$ cat config.mk
export PLATFORM = sky130hd
export DESIGN_NAME = jtag_apb_master
export DESIGN_NICKNAME = d
export VERILOG_FILES = /design/src/rtl/jtag_apb_master_pkg.sv /design/src/rtl/jtag_apb_master_timeout_ctr.sv /design/src/rtl/jtag_apb_master.sv
export SDC_FILE = /design/constraint.sdc
export NUM_CORES = 1
export LEC_CHECK = 0
export CAP_MARGIN = 10
export CORE_UTILIZATION = 40
export CTS_CLUSTER_DIAMETER = 60
export DETAILED_ROUTE_END_ITERATION = 8
export PLACE_DENSITY = 0.91
export SYNTH_ARGS = -nofsm -noshare
export SYNTH_HDL_FRONTEND = slang
export SYNTH_SLANG_ARGS = --single-unit
$ cat constraint.sdc
create_clock -name clk -period 1.88 [get_ports clk]
set_input_delay 0.47 -clock clk [delete_from_list [all_inputs] [get_ports clk]]
set_output_delay 0.47 -clock clk [all_outputs]
set_load 0.01 [all_outputs]
$ cat src/rtl/jtag_apb_master_pkg.sv
// Shared types for the JTAG debug APB master: FSM states and the captured request.
// Request fields are sized for the core debug APB map (5-bit address, 32-bit data).
package jtag_apb_pkg;

  localparam int unsigned APB_STRB_WIDTH = 4;
  localparam int unsigned APB_REQ_ADDR_W = 5;
  localparam int unsigned APB_REQ_DATA_W = 32;

  typedef enum logic [1:0] {
    IDLE   = 2'd0,
    SETUP  = 2'd1,
    ACCESS = 2'd2,
    RESP   = 2'd3
  } state_t;

  typedef struct packed {
    logic                      wr;
    logic [APB_REQ_ADDR_W-1:0] addr;
    logic [APB_REQ_DATA_W-1:0] wdata;
    logic [APB_STRB_WIDTH-1:0] wstrb;
  } apb_req_t;

  localparam apb_req_t REQ_RESET = '{wr: 1'b0, addr: 5'h00, wdata: 32'h0000_0000, wstrb: 4'h0};

  // Reads never drive byte lanes.
  function automatic logic [APB_STRB_WIDTH-1:0] req_strobe(input logic wr,
                                                           input logic [APB_STRB_WIDTH-1:0] wstrb);
    return wr ? wstrb : {APB_STRB_WIDTH{1'b0}};
  endfunction

endpackage

$ cat src/rtl/jtag_apb_master_timeout_ctr.sv
// Saturating wait-state counter; flags expiry on the ACCESS cycle that would reach the limit.
module apb_timeout_ctr #(
  parameter int unsigned TIMEOUT_CYCLES = 64,
  parameter int unsigned CNT_W          = (TIMEOUT_CYCLES == 32'd0) ? 1 : $clog2(TIMEOUT_CYCLES + 1)
) (
  input  logic clk,
  input  logic rst_n,
  input  logic clr_i,
  input  logic en_i,
  output logic expired_o
);

  localparam logic [CNT_W-1:0] CNT_MAX  = {CNT_W{1'b1}};
  localparam logic [CNT_W-1:0] CNT_LAST = CNT_W'(TIMEOUT_CYCLES - 32'd1);

  logic [CNT_W-1:0] cnt_q, cnt_d;

  // next count: clear wins, otherwise count up without wrapping
  always_comb begin
    cnt_d = cnt_q;
    if (clr_i) begin
      cnt_d = {CNT_W{1'b0}};
    end else if (en_i && (cnt_q != CNT_MAX)) begin
      cnt_d = cnt_q + CNT_W'(1);
    end else begin
      cnt_d = cnt_q;
    end
  end

  // count register
  always_ff @(posedge clk) begin
    if (!rst_n) begin
      cnt_q <= {CNT_W{1'b0}};
    end else begin
      cnt_q <= cnt_d;
    end
  end

  assign expired_o = (TIMEOUT_CYCLES != 32'd0) && en_i && (cnt_q == CNT_LAST);

endmodule

$ cat src/rtl/jtag_apb_master.sv
// Single-outstanding APB master: one JTAG debug request in, one APB transfer out,
// one response (read data + timeout flag) back.
module jtag_apb_master
  import jtag_apb_pkg::*;
#(
  parameter int unsigned APB_ADDR_WIDTH = 5,
  parameter int unsigned APB_DATA_WIDTH = 32,
  parameter int unsigned TIMEOUT_CYCLES = 64
) (
  input  logic                      clk,
  input  logic                      rst_n,
  input  logic                      req_valid,
  output logic                      req_ready,
  input  logic                      req_wr,
  input  logic [APB_ADDR_WIDTH-1:0] req_addr,
  input  logic [APB_DATA_WIDTH-1:0] req_wdata,
  input  logic [APB_STRB_WIDTH-1:0] req_wstrb,
  output logic                      rsp_valid,
  input  logic                      rsp_ready,
  output logic [APB_DATA_WIDTH-1:0] rsp_rdata,
  output logic                      rsp_err,
  output logic [APB_ADDR_WIDTH-1:0] paddr,
  output logic                      psel,
  output logic                      penable,
  output logic                      pwrite,
  output logic [APB_DATA_WIDTH-1:0] pwdata,
  output logic [APB_STRB_WIDTH-1:0] pstrb,
  input  logic                      pready,
  input  logic [APB_DATA_WIDTH-1:0] prdata
);

  state_t                    state_q, state_d;
  apb_req_t                  req_q, req_d;
  logic [APB_DATA_WIDTH-1:0] rdata_q, rdata_d;
  logic                      err_q, err_d;
  logic                      tmo_clr_s, tmo_en_s, tmo_expired_s;

  assign tmo_clr_s = (state_q == IDLE) && req_valid;
  assign tmo_en_s  = (state_q == ACCESS) && !pready;

  apb_timeout_ctr #(
    .TIMEOUT_CYCLES(TIMEOUT_CYCLES)
  ) u_timeout_ctr (
    .clk      (clk),
    .rst_n    (rst_n),
    .clr_i    (tmo_clr_s),
    .en_i     (tmo_en_s),
    .expired_o(tmo_expired_s)
  );

  // state register
  always_ff @(posedge clk) begin
    if (!rst_n) begin
      state_q <= IDLE;
    end else begin
      state_q <= state_d;
    end
  end

  // next state; pready is checked before expiry so a last-cycle completion succeeds
  always_comb begin
    state_d = state_q;
    case (state_q)
      IDLE:    if (req_valid) state_d = SETUP; else state_d = IDLE;
      SETUP:   state_d = ACCESS;
      ACCESS:  if (pready || tmo_expired_s) state_d = RESP; else state_d = ACCESS;
      RESP:    if (rsp_ready) state_d = IDLE; else state_d = RESP;
      default: state_d = IDLE;
    endcase
  end

  // handshake and APB strobes decoded from the state register
  always_comb begin
    req_ready = 1'b0;
    psel      = 1'b0;
    penable   = 1'b0;
    rsp_valid = 1'b0;
    case (state_q)
      IDLE:    req_ready = 1'b1;
      SETUP:   psel = 1'b1;
      ACCESS:  begin psel = 1'b1; penable = 1'b1; end
      RESP:    rsp_valid = 1'b1;
      default: req_ready = 1'b0;
    endcase
  end

  // request capture on acceptance, response capture on ACCESS exit
  always_comb begin
    req_d   = req_q;
    rdata_d = rdata_q;
    err_d   = err_q;
    if (tmo_clr_s) begin
      req_d.wr    = req_wr;
      req_d.addr  = APB_REQ_ADDR_W'(req_addr);
      req_d.wdata = req_wr ? APB_REQ_DATA_W'(req_wdata) : req_q.wdata;
      req_d.wstrb = req_strobe(req_wr, req_wstrb);
    end else if ((state_q == ACCESS) && pready) begin
      rdata_d = req_q.wr ? {APB_DATA_WIDTH{1'b0}} : prdata;
      err_d   = 1'b0;
    end else if ((state_q == ACCESS) && tmo_expired_s) begin
      rdata_d = {APB_DATA_WIDTH{1'b0}};
      err_d   = 1'b1;
    end else begin
      req_d   = req_q;
    end
  end

  // datapath registers
  always_ff @(posedge clk) begin
    if (!rst_n) begin
      req_q   <= REQ_RESET;
      rdata_q <= {APB_DATA_WIDTH{1'b0}};
      err_q   <= 1'b0;
    end else begin
      req_q   <= req_d;
      rdata_q <= rdata_d;
      err_q   <= err_d;
    end
  end

  assign paddr     = APB_ADDR_WIDTH'(req_q.addr);
  assign pwrite    = req_q.wr;
  assign pwdata    = APB_DATA_WIDTH'(req_q.wdata);
  assign pstrb     = req_q.wstrb;
  assign rsp_rdata = rdata_q;
  assign rsp_err   = err_q;

endmodule

==> flow_metrics.tcl, run 1 <==
set metrics [dict create \
    holdBufCountCts 0 \
    gp_congestion 0.803 \
    dr_total_vias 2876 \
    ys_ff_latch 84 \
    p_sw_w 0.00105 \
    syn_avg_cell_area_um2 9.83 \
    cts_sinks 84 \
    ctsLongestPathBuffers 2 \
    slowest_stage "clkdlybuf4s50_1" \
    seqPwrFrac 0.493 \
    start_util 0.421 \
    rows 31 \
    syn-num-nets 399 \
    p_clk_frac 0.303 \
    final_nets 564 \
    diodes 0 \
    cts-buffers-inserted 9 \
    endpoint_kind "output port" \
    finalMaxSlewViolations 0 \
    ys_types 44 \
    io_buffers 157 \
    setup_ws_ns 0.0524 \
    cts_root_buf "clkbuf_8" \
    routed_via_density 4.92 \
    start_kind "register" \
    core_um2 7370 \
    ir_drop_mv 0.449 \
    internal_power_w 0.00286 \
    post-route-period-util 0.972 \
    synth_top_area_cell "dfxtp_1" \
    netlist_area_um2 3110 \
    grt_max_degree 33 \
    drt_wl_total_um 8500 \
    powerDensity_nw_per_um2 781 \
    dieArea_um2 8120 \
    antenna_found_initial 0 \
    swShare 0.269 \
    final-setup-viol-count 0 \
    wl_per_cell_um 14.5 \
    critPathMaxFanout 4 \
    outcome "finished, final reports clean" \
    leakage_nw 1.88 \
    clk_latency_ns 0.35 \
    p_total_w 0.00392 \
    grt_pass1_vias 2873 \
    grt_usage 0.213 \
    synthTopCellsByCount "dfxtp_1 (84), nand2_1 (80), a22o_1 (31)" \
    drtIter0Drc 100 \
    skew_ns 0.00987 \
    tightest_slew_ns 0.255 \
    drc 0 \
    finalCriticalPeriod_ns 1.83 \
    synth_edf_count 0 \
    yosysMostFrequentCell "dfxtp_1" \
    drv_cap 0 \
    die_w_um 90.1 \
    crit_buf_inv 1 \
    ys_top_cells_by_area "dfxtp_1 (54%), nand2_1 (9.7%), a22o_1 (8.7%)" \
    whs_ns 0.454 \
    rsz0062_at_grt "no" \
    cp.arrival_ns 1.36 \
    synthArstFlopShare 0 \
    drt-pass1-iter-count 4 \
    yosys_warnings 0 \
    pwr-share-comb 0.203 \
    ys_seq_area_frac 0.541 \
    area_delta_synth_final_pct 61.6 \
    grt_pass1_wl_um 13800 \
    finalHoldViolCount 0 \
    hold_path_class "register to register" \
    max_stage_delay_ns 0.61 \
    relSlewSlack 0.829 \
    cp_cell_sequence "clkdlybuf4s50_1" \
    drtAntennaViolNets 0 \
    place_ws_ns -0.000904 \
    hpwl_um 6290 \
    overflow 0 \
    crit_type "register to output port" \
    chipHeight_um 90.1 \
    crit_family "buffers and inverters" \
    clkTransAtPathRegs_ns 0.09 \
    io_pins 158 \
    worstPathRequired_ns 1.41 \
    ctsHtreeMaxLevel 3 \
    final_layout_size_suffix_gt1_frac 0.0947 \
    post_synth_inst_count 316 \
    yosysTopAreaCellShare 0.541 \
    fmax_mhz 547 \
    ys.flop_type "dfxtp_1" \
    cts_tree "done" \
]
-- power by group through the flow --
stage,combinational (W),clock (W),sequential [W]
floorplan,0.000306,0,0.00201
global placement,0.000791,0,0.00197
detailed placement,0.000813,0,0.00197
CTS,0.000803,0.00122,0.00193
global route,0.000858,0.00128,0.00195
finish,0.000797,0.00119,0.00193
-- path summary, 6_finish.rpt --
check,start,to,slack (ns),cells past startpoint
hold reg to reg,pwdata[5],pwdata[5],0.45,2
hold / removal,pwdata[5],pwdata[5],0.45,2
setup / recovery,pwrite,pwrite,0.05,1
setup reg to reg,state_q[0],rsp_rdata[19],0.23,8
-- what timing repair did --
item,CTS,global route
setup buffers,0,0
resized for setup,5,1
endpoints found under the setup margin,4,1
-- metal layers --
metal	routed length (um)	up-vias	global-route usage
li1	-	1418	-
met1	3520	1358	0.239
met2	4420	81	0.390
met3	319	19	0.0338
met4	239	0	0.105
met5	0	-	0
-- placed cells by master, fill, tap and decap left out, drive strengths merged, types with 3 or more instances in the layout --
cell type	synthesis	routed
a21boi	28	28
a21oi	19	19
a22o	31	31
and2	3	3
buf	15	16
clkbuf	4	10
clkdlybuf4s50	0	153
dfxtp	84	84
dlygate4sd2	0	4
ha	4	4
inv	3	5
nand2	83	83
nand3	5	5
nor2	9	9
o21ai	4	4
-- registers in the layout (all words and copies together) (netlist names) --
name / flops
pwrite: 1
rsp_err: 1
paddr: 5
pstrb: 4
rsp_rdata: 32
state_q: 2
pwdata: 32
u_timeout_ctr.cnt_q: 7
-- final cells by class --
type                       instances  area [um2]
clock buffer                      10         138
inverter                           3        11.3
multi-input combinational        210        1280
sequential                        84        1680
fill                             579        2350
timing repair buffer             173        1740
clock inverter                     6        46.3
tap                               99         124
-- kinds of logic (layout without fill, tap and decap cells) --
family	Yosys count	count (layout)	share of synthesized area
adder cells (fa/ha/maj)	4	4	0.0161
multiplexers	1	1	0.00322
AND/OR/NAND/NOR	113	113	0.165
flip-flops	84	84	0.541
XOR/XNOR	2	2	0.00564
buffers and inverters	22	192	0.0479
AO/OA/AOI/OAI	90	90	0.221
-- stage by stage --
stage	utilization	cells	instance area, um2	TNS [ns]
global route	0.681	585	5020	0
finish	0.681	585	5020	0
global placement	0.656	569	4840	0
CTS	0.681	585	5020	0
detailed placement	0.656	569	4840	-0.000904
floorplan	-	316	3110	0
Power figures use the tool's default switching activity.
==> run 2: changes to the inputs <==
- SKIP_LAST_GASP: not set -> 1
==> results of run 2 <==
Same layout as run 1: the final DEF is identical, and so are final timing and power.
